**config.mk**
```make
export PLATFORM = sky130hd
export DESIGN_NAME = i2s_serializer
export DESIGN_NICKNAME = d
export VERILOG_FILES = /design/src/rtl/i2s_serializer.sv
export SDC_FILE = /design/constraint.sdc
export NUM_CORES = 1
export LEC_CHECK = 0
export CAP_MARGIN = 20
export CORE_ASPECT_RATIO = 1.5
export CORE_MARGIN = 2
export CORE_UTILIZATION = 35
export DETAILED_ROUTE_END_ITERATION = 12
export GPL_ROUTABILITY_DRIVEN = 0
export PLACE_DENSITY_LB_ADDON = 0.05
export SYNTH_ARGS = -nofsm -noshare
export SYNTH_HDL_FRONTEND = slang
export SYNTH_SLANG_ARGS = --single-unit
```
**constraint.sdc**
```tcl
create_clock -name i_clk -period 3.4 [get_ports i_clk]
set_input_delay 0.34 -clock i_clk [delete_from_list [all_inputs] [get_ports i_clk]]
set_output_delay 0.34 -clock i_clk [all_outputs]
set_load 0.03 [all_outputs]
```
**src/rtl/i2s_serializer.sv**
```systemverilog
// i2s_serializer: turns one 18-bit stereo sample pair per frame into an
// I2S bit stream. The bit clock is i_clk/4 and there are 64 bit slots per frame.
// The upstream latch is asked for the next pair during slot 63, and the pair is
// captured on the tick that wraps the slot counter back to 0.
// Build option: define I2S_LEFT_JUSTIFIED_EN to select left-justified output
// (LRCK high = left, MSB in slot 0/32) instead of standard I2S.
module i2s_serializer (
  input  logic        i_clk,
  input  logic        i_rst,
  input  logic [17:0] i_data_l,
  input  logic [17:0] i_data_r,
  output logic        o_i2s_bclk,
  output logic        o_i2s_lrck,
  output logic        o_i2s_data,
  output logic        o_i2s_latch
);

  logic [1:0]  div_reg;
  logic [5:0]  bit_reg;
  logic [17:0] hold_l_reg;
  logic [17:0] hold_r_reg;
  logic        lrck_reg;
  logic        data_reg;
  logic        latch_reg;

  logic        tick;
  logic [5:0]  bit_next;
  logic        data_next;
  logic        lrck_next;
  logic [4:0]  l_idx;
  logic [4:0]  r_idx;

  // tick marks the bclk falling edge; every slot-level change happens here.
  assign tick     = (div_reg == 2'd3);
  assign bit_next = bit_reg + 6'd1;

`ifdef I2S_LEFT_JUSTIFIED_EN
  assign lrck_next = ~bit_next[5];
  assign l_idx     = 5'(6'd17 - bit_next);
  assign r_idx     = 5'(6'd49 - bit_next);
`else
  assign lrck_next = bit_next[5];
  assign l_idx     = 5'(6'd18 - bit_next);
  assign r_idx     = 5'(6'd50 - bit_next);
`endif

  // Select the data bit belonging to the slot being entered on this tick.
  always_comb begin
    data_next = 1'b0;
`ifdef I2S_LEFT_JUSTIFIED_EN
    // Slot 0 is entered on the capture tick itself, so the MSB bypasses the
    // holding register and comes straight from the input.
    if (bit_next == 6'd0) begin
      data_next = i_data_l[17];
    end else if (bit_next <= 6'd17) begin
      data_next = hold_l_reg[l_idx];
    end else if (bit_next >= 6'd32 && bit_next <= 6'd49) begin
      data_next = hold_r_reg[r_idx];
    end
`else
    // I2S delays the MSB by one slot after the LRCK transition.
    if (bit_next >= 6'd1 && bit_next <= 6'd18) begin
      data_next = hold_l_reg[l_idx];
    end else if (bit_next >= 6'd33 && bit_next <= 6'd50) begin
      data_next = hold_r_reg[r_idx];
    end
`endif
  end

  // Prescaler, slot counter, sample capture and registered serial outputs.
  always_ff @(posedge i_clk) begin
    if (i_rst) begin
      div_reg    <= 2'd0;
      bit_reg    <= 6'd0;
      hold_l_reg <= 18'd0;
      hold_r_reg <= 18'd0;
      lrck_reg   <= 1'b0;
      data_reg   <= 1'b0;
      latch_reg  <= 1'b0;
    end else begin
      div_reg <= div_reg + 2'd1;
      if (tick) begin
        bit_reg   <= bit_next;
        lrck_reg  <= lrck_next;
        data_reg  <= data_next;
        latch_reg <= (bit_next == 6'd63);
        // Capture coincides with the latch request falling edge.
        if (bit_reg == 6'd63) begin
          hold_l_reg <= i_data_l;
          hold_r_reg <= i_data_r;
        end
      end
    end
  end

  assign o_i2s_bclk  = div_reg[1];
  assign o_i2s_lrck  = lrck_reg;
  assign o_i2s_data  = data_reg;
  assign o_i2s_latch = latch_reg;

endmodule

```
==> Word-level counts from Yosys, hierarchy flattened <==
Index checks and enable logic that the tools add are counted.
{ "totals": {"register_bits": 47, "input_bits": 38, "output_inout_bits": 4, "word_cells": 29} }
{ "op_classes": {"add_sub_neg": 4, "order_cmp": 6, "eq_ne": 3, "muxes": 6, "n_reduce_logical": 3} }
{ "ops": {"columns": ["op", "count"], "rows": [
  ["6-bit equality test (second input constant)", 2],
  ["5-bit by 6-bit less-than comparator with 1-bit output (second input constant)", 2],
  ["1-bit binary-select mux with 5-bit select", 2],
  ["5-bit subtractor (first input constant)", 2],
  ["6-bit by 1-bit adder with 6-bit output (second input constant)", 1],
  ["6-bit by 1-bit greater-or-equal comparator with 1-bit output (second input constant)", 1],
  ["6-bit greater-or-equal comparator (second input constant)", 1],
  ["6-bit by 5-bit <= comparator with 1-bit output (second input constant)", 1],
  ["6-bit <= comparator (second input constant)", 1],
  ["1-bit two-way mux", 4],
  ["2-bit by 1-bit adder with 2-bit output (second input constant)", 1],
  ["2-bit equality test (second input constant)", 1],
  ["1-bit logical AND", 2],
  ["2-bit AND reduction", 1]
]} }

==> Longest topological paths before layout <==
Gate-level depths: netlist (run 1).
{ "logic_depth": {"ltp_word": 6, "mapped_depth": 10, "depth_no_buf": 9} }

==> Worst setup path before layout (run 1) <==
OpenSTA, ideal clock, no wires.
{ "synth_timing": {"path_kind": "register to register", "startpoint": "register bit_reg[0]", "endpoint": "register data_reg, in the netlist o_i2s_data", "setup_ns": 0.091, "arrival_ns": 2.327, "t_required_ns": 3.309, "slack_ns": 0.982, "stages_incl_launch_ff": 10, "path_buffers": 0, "synth_period_minus_slack_ns": 2.418, "cell_sequence": "dfxtp_1 -> inv_1 -> ha_1 -> o21ai_1 -> o21ai_4 -> xor2_4 -> mux2_1 -> a211oi_1 -> o41a_1 -> a311oi_1"} }
{ "synth_via": {"elab_chain_len": 6, "elab_cells_between_ends": 15, "classes_between": "add/sub (3); order compare (4); mux (6); reduce/logical (2)"} }
{ "synth_rtl": {"columns": ["item", "line_no", "text"], "rows": [
  ["from (decl)", "19", "logic [5:0] bit_reg;"],
  ["from (signal assigned)", "83", "bit_reg <= bit_next;"],
  ["6-bit by 1-bit adder with 6-bit output (*)", "35", "assign bit_next = bit_reg + 6'd1;"],
  ["named net bit_next[0]", "27", "logic [5:0] bit_next;"],
  ["5-bit subtractor", "43, 44", null],
  ["1-bit binary-select mux with 5-bit select", "65", "data_next = hold_r_reg[r_idx];"],
  ["1-bit two-way mux (not written as such)", "65", null],
  ["1-bit two-way mux", "64", "end else if (bit_next >= 6'd33 && bit_next <= 6'd50) begin"],
  ["1-bit two-way mux (*)", "62", "if (bit_next >= 6'd1 && bit_next <= 6'd18) begin"],
  ["to (signal assigned)", "85", "data_reg <= data_next;"],
  ["to (decl)", "23", "logic data_reg;"]
]} }
The timed path passes the listed nets; every way through them passes the cells marked *. The select of a mux whose other input is x is not followed.
A chain may end at the register's enable or synchronous reset.

==> Worst setup path in the final report (run 1) <==
{ "layout_timing": {"startpoint": "register bit_reg[1]", "endpoint": "register data_reg, in the netlist o_i2s_data"} }
{ "layout_via": {"elab_chain_len": 6, "elab_cells_between_ends": 15, "classes_between": "add/sub (3); order compare (4); mux (6); reduce/logical (2)"} }
{ "layout_rtl": {"columns": ["item", "line_no"], "rows": [
  ["6-bit by 1-bit adder with 6-bit output (*)", "35"],
  ["5-bit subtractor", "43, 44"],
  ["1-bit binary-select mux with 5-bit select", "65"],
  ["1-bit two-way mux (not written as such)", "65"],
  ["1-bit two-way mux", "64"],
  ["1-bit two-way mux (*)", "62"]
]} }
Mark *: on every way between the ends. The rest lies on a longest branch, timed or not. The select of a mux whose other input is x is not followed.

==> flow_summary.json, run 1 <==
{
  "crit_path_max_fanout": 12,
  "layout_commonest_cell": "nand2_1",
  "cts_tree": "built",
  "worst_slew_pin_slew_ns": 0.540,
  "crit_path_top_delay_cell": "ha_1",
  "cts_max_level": 2,
  "min_to": "div_reg[0]$_SDFF_PP0_",
  "critPathMaxStageDelay_ns": 0.42,
  "syn_area_um2": 2230,
  "endpoint_kind": "flip-flop",
  "ir_drop_mv": 0.151,
  "diodes": 0,
  "grt_pass1_wl_um": 8370,
  "reg2reg_slack_ns": 0.83,
  "post-route-period-util": 0.757,
  "hpwl_um": 3570,
  "worstPathRequired_ns": 3.62,
  "wire_per_inst_um": 13.6,
  "setup_violations": 0,
  "rsz0062_at_grt": "false",
  "yosys_register_bits": 46,
  "track_usage": 0.151,
  "die_x_um": 69.2,
  "fin_crit_ns": 2.57,
  "cts.sinks": 46,
  "relSlewSlack": 0.640,
  "first_pass_iters": 4,
  "pre_cts_slack_ns": 0.912,
  "post_cts_buffers": 0,
  "hold_path.class": "flip-flop to flip-flop",
  "max_freq_ghz": 0.388,
  "cap_viol_max_count": 0,
  "cts_resized": 0,
  "worstSetupPathType": "flip-flop to flip-flop",
  "area_growth_syn_to_layout_pct": 24.7,
  "fp-row-count": 35,
  "grt_max_degree": 47,
  "finClkSkew_ns": 0.00649,
  "r2r-start": "bit_reg[1]$_SDFFE_PP0P_",
  "drive_gt1_frac": 0.0762,
  "finalHoldViolCount": 0,
  "whs_path_depth": 1,
  "r2r_cells": 9,
  "yosys_warnings": 0,
  "maxSlewViolCount": 0,
  "layout_common_cells": "78 x nand2_1, 46 x dfxtp_1, 42 x a21oi_1, 41 x clkdlybuf4s50_1, 13 x nor2_1",
  "antenna_found_initial": 0,
  "place_area_um2": 2700,
  "syn_area_per_cell_um2": 8.36,
  "die_y_um": 102,
  "via_per_inst": 5.05,
  "grt_pass1_vias": 1732,
  "clk_pin_slew_ns": 0.09,
  "critPathLaunchType": "flip-flop",
  "layout.nets": 344,
  "numCtsBuffers": 5,
  "initial_utilization": 0.362,
  "synth_cell_type_count": 40,
  "async_reset_ff_frac": 0,
  "power_density_nw_per_um2": 353,
  "cts-hold-fix-buffers": 0,
  "grt.overflow.total": 0,
  "design_area_um2": 2790,
  "setup_ws_ns": 0.825,
  "yosysSeqAreaShare": 0.412,
  "power.leakage_nw": 0.910,
  "dieArea_um2": 7050,
  "r2r_end": "o_i2s_data$_SDFFE_PP0P_",
  "max-clock-path-buffers": 2,
  "synth-edff-count": 0,
  "min_from": "div_reg[0]$_SDFF_PP0_",
  "status": "completed",
  "core-area_um2": 6170,
  "wl_um": 5130,
  "cts_root_buffer": "clkbuf_8",
  "io_pins": 42,
  "ys.flop_type": "dfxtp_1",
  "clock_latency_ns": 0.30,
  "final_antenna_net_count": 0,
  "whs_ns": 0.425,
  "syn-num-nets": 310,
  "port_buffers": 41,
  "finalSetupTns_ns": 0,
  "cp_cell_sequence": "ha_1 > nor2b_1 > o21ai_1 > o21ai_4 > xor2_4 > nor3_1 > a211oi_1 > o41a_1 > a311oi_1",
  "drt_iter0_markers": 149,
  "num_vias": 1897,
  "drc": 0,
  "cp.arrival_ns": 2.79,
  "synthCells": 267
}
-- worst max path at each step --
stage | start | endpoint | cells past startpoint
4_1_cts | bit_reg[1]$_SDFFE_PP0P_ | o_i2s_data$_SDFFE_PP0P_ | 9
2_1_floorplan | bit_reg[0]$_SDFFE_PP0P_ | o_i2s_data$_SDFFE_PP0P_ | 9
3_3_place_gp | bit_reg[1]$_SDFFE_PP0P_ | o_i2s_data$_SDFFE_PP0P_ | 9
6_report | bit_reg[1]$_SDFFE_PP0P_ | o_i2s_data$_SDFFE_PP0P_ | 9
3_5_place_dp | bit_reg[1]$_SDFFE_PP0P_ | o_i2s_data$_SDFFE_PP0P_ | 9
5_1_grt | bit_reg[1]$_SDFFE_PP0P_ | o_i2s_data$_SDFFE_PP0P_ | 9
-- cell type report --
| class | count | area (µm²) |
|---|---|---|
| timing repair buffer | 46 | 448 |
| multi-input combinational | 200 | 1230 |
| fill | 632 | 3390 |
| clock inverter | 2 | 13.8 |
| sequential | 46 | 921 |
| tap | 74 | 92.6 |
| inverter | 2 | 7.51 |
| clock buffer | 6 | 72.6 |
-- logic make-up after synthesis --
group                      count (synthesis)  share of synthesized area
AOI/OAI and AO/OA                         58                      0.149
xor gates and xnor gates                  10                     0.0476
adders and majority gates                  5                     0.0280
buffers and inverters                     21                     0.0370
DFF                                       46                      0.412
muxes                                     14                      0.112
and+or+nand+nor                          113                      0.214
-- through the flow --
stage	instances	power (mW)	utilization
2_1_floorplan	267	0.597	-
3_3_place_gp	368	0.654	0.437
3_5_place_dp	368	0.654	0.437
4_1_cts	376	0.992	0.451
5_1_grt	376	1.02	0.451
6_report	376	0.982	0.451
-- cells in the mapped netlist (2+ instances only) --
cell type	n	share of area
nand2_1	78	0.13
mux4_2	6	0.061
dfxtp_1	46	0.41
nor2b_1	4	0.011
mux2i_1	4	0.018
nand2b_1	2	0.0056
xor2_1	4	0.016
inv_1	2	0.0034
buf_2	3	0.0067
xnor2_1	5	0.020
clkbuf_1	15	0.025
mux4_1	2	0.024
nor3_1	2	0.0045
and3_1	2	0.0056
nor2_1	13	0.022
a31oi_1	2	0.0056
o21ai_0	3	0.0067
a21oi_1	42	0.094
ha_1	5	0.028
nand4_1	4	0.011
nand3_1	4	0.0090
-- metal layers --
layer / wire length (µm) / share of wire / global-route usage
met1: 2220 / 0.43 / 0.172
met2: 2590 / 0.51 / 0.264
met3: 126 / 0.025 / 0.0276
met4: 189 / 0.037 / 0.0920
met5: 0 / 0 / 0
-- power breakdown --
part / switching [mW] / internal (mW)
Sequential: 0.00211 / 0.542
Clock: 0.196 / 0.146
Combinational: 0.0389 / 0.0569
Total: 0.237 / 0.744
-- worst max-delay path, delay by kind of cell (launching register included) --
kind / cells / cell delay, ns
AOI/OAI and AO/OA: 5 / 1.09
adders and majority gates: 1 / 0.42
xor gates and xnor gates: 1 / 0.19
and+or+nand+nor: 2 / 0.39
DFF: 1 / 0.41
Note: power is estimated with default switching activity, not from simulation.
==> run 2, diff against run 1 <==
Clock period 3.4 ns to 2.2 ns, I/O delays scaled along.
==> run 2 against run 1 <==
Net effect: final cell count increased by 5.3%; sequential power increased by 55%; count of clock-buffer cells in the layout decreased by 1; maximum frequency increased by 19%; sequential share of layout area decreased by 2.8 points; clock power increased by 51%; first-iteration DRC count decreased by 63%; global-route usage increased by 0.64 points; worst hold slack improved by 0.0052 ns; largest cell class unchanged; largest power group unchanged; highest routed layer unchanged.
==> flow_summary.json, run 2 (synthesized netlist as in run 1, its figures left out) <==
{
  "status": "completed",
  "fin_crit_ns": 2.16,
  "crit_path_max_fanout": 4,
  "grt_pass1_vias": 1987,
  "power_density_nw_per_um2": 498,
  "cp_cell_sequence": "buf_6 > buf_4 > nand2_4 > and3_4 > o21ai_4 > xor2_4 > mux2_4 > a21boi_1 > o41a_1 > a311oi_1",
  "io_pins": 42,
  "r2r_cells": 10,
  "grt.overflow.total": 0,
  "design_area_um2": 3070,
  "reg2reg_slack_ns": 0.04,
  "critPathMaxStageDelay_ns": 0.41,
  "wire_per_inst_um": 13.3,
  "setup_ws_ns": 0.0357,
  "area_growth_syn_to_layout_pct": 37.3,
  "diodes": 0,
  "grt_pass1_wl_um": 9050,
  "r2r_end": "o_i2s_data$_SDFFE_PP0P_",
  "rsz0062_at_grt": "true",
  "wl_um": 5260,
  "max_freq_ghz": 0.462,
  "use_met2": 0.286,
  "track_usage": 0.158,
  "maxSlewViolCount": 0,
  "setup_violations": 0,
  "via_per_inst": 4.97,
  "port_buffers": 41,
  "cts_root_buffer": "clkbuf_8",
  "antenna_found_initial": 0,
  "relSlewSlack": 0.669,
  "cp.arrival_ns": 2.38,
  "drive_gt1_frac": 0.183,
  "layout.nets": 364,
  "final_antenna_net_count": 0,
  "core-area_um2": 6170,
  "ir_drop_mv": 0.293,
  "finish.utilization": 0.496,
  "clock_latency_ns": 0.30,
  "cts_max_level": 2,
  "grt_util_met1": 0.190,
  "pre_cts_slack_ns": -0.0817,
  "max-clock-path-buffers": 2,
  "cts-hold-fix-buffers": 0,
  "finClkSkew_ns": 0.00418,
  "grt.busiest_layer": "met2",
  "initial_utilization": 0.362,
  "drt_iter0_markers": 55,
  "power.total_mw": 1.53,
  "r2r-start": "bit_reg[1]$_SDFFE_PP0P_",
  "place_inst": 388,
  "crit_path_top_delay_cell": "o41a_1",
  "layout_common_cells": "78 x nand2_1, 44 x dfxtp_1, 42 x a21oi_1, 41 x clkdlybuf4s50_1, 21 x buf_4",
  "cts.sinks": 46,
  "layout_commonest_cell": "nand2_1",
  "post_cts_buffers": 0,
  "endpoint_kind": "flip-flop",
  "worst_slew_pin_slew_ns": 0.497,
  "cp-endpoint": "o_i2s_data$_SDFFE_PP0P_",
  "worstSetupPathType": "flip-flop to flip-flop",
  "dieArea_um2": 7050,
  "numCtsBuffers": 5,
  "cts_tree": "built",
  "num_vias": 1969,
  "cap_viol_max_count": 0,
  "first_pass_iters": 4,
  "fin_cells": 396,
  "post-route-period-util": 0.984,
  "die_x_um": 69.2,
  "clk_pin_slew_ns": 0.09,
  "hold_path.class": "flip-flop to flip-flop",
  "hpwl_um": 3820,
  "power.leakage_nw": 1.07,
  "fp-row-count": 35,
  "place_area_um2": 2880,
  "crit_start": "bit_reg[1]$_SDFFE_PP0P_",
  "drc": 0,
  "worstPathRequired_ns": 2.41,
  "finalHoldViolCount": 0,
  "grt_max_degree": 47,
  "critPathLaunchType": "flip-flop",
  "met3_usage": 0.0256,
  "die_y_um": 102,
  "fillCellCount": 616
}
-- run 2: changes by cell type in the layout (fill, tap and decap cells not counted), moves of 3 or more --
cell,previous run,this run
buf_6,0,3
xnor2_1,5,2
xnor2_2,0,3
buf_4,5,21
-- run 2: critical path: cells and delay by family, from the launching register on --
family                    cells  cell delay [ns]
AOI/OAI and AO/OA             4             0.84
xor gates and xnor gates      1             0.24
buffers and inverters         2             0.20
DFF                           1             0.37
muxes                         1             0.19
and+or+nand+nor               2             0.24
-- run 2: per-stage QoR --
step	hold slack [ns]	setup TNS [ns]
after floorplan	0.356	0
after global placement	0.411	-0.0494
after detailed placement	0.423	-0.0817
after CTS	0.435	0
after global routing	0.462	-0.0507
final	0.430	0
-- run 2: final cells by class --
type / instances / area [µm²] / share of cell area
Timing Repair Buffer: 66 / 622 / 0.203
Clock inverter: 3 / 21.3 / 0.00694
Clock buffer: 5 / 68.8 / 0.0224
Sequential cell: 46 / 928 / 0.303
Multi-Input combinational cell: 200 / 1330 / 0.432
Inverter: 2 / 7.51 / 0.00245
Tap cell: 74 / 92.6 / 0.0302
-- run 2: per-layer routing --
metal  wire length [µm]  share of wire
met5                  0              0
met4                 56          0.011
met3                111          0.021
met2               2760           0.52
met1               2330           0.44
-- run 2: how the worst min path moves through the flow --
stage / startpoint / endpoint / slack [ns] / cells after the start
after floorplan: i_data_l[0] / hold_l_reg[0]$_SDFFE_PP0P_ / 0.36 / 2
after global placement: div_reg[0]$_SDFF_PP0_ / div_reg[0]$_SDFF_PP0_ / 0.41 / 1
after detailed placement: div_reg[0]$_SDFF_PP0_ / div_reg[0]$_SDFF_PP0_ / 0.42 / 1
after CTS: div_reg[0]$_SDFF_PP0_ / div_reg[0]$_SDFF_PP0_ / 0.44 / 1
after global routing: i_data_r[10] / hold_r_reg[10]$_SDFFE_PP0P_ / 0.46 / 3
final: div_reg[0]$_SDFF_PP0_ / div_reg[0]$_SDFF_PP0_ / 0.43 / 1
-- run 2: where the power goes --
| part | internal (mW) | switching (mW) |
|---|---|---|
| Combinational | 0.104 | 0.0671 |
| Sequential | 0.836 | 0.00458 |
| Clock | 0.223 | 0.293 |
| Total | 1.16 | 0.365 |
-- run 2: timing repair --
| item | 4_1_cts | 5_1_grt |
|---|---|---|
| gates resized for setup | 14 | 8 |
| endpoints found under the setup margin | 1 | 1 |
| endpoints found under the hold margin | 0 | 0 |
| pin swaps | 5 | 1 |
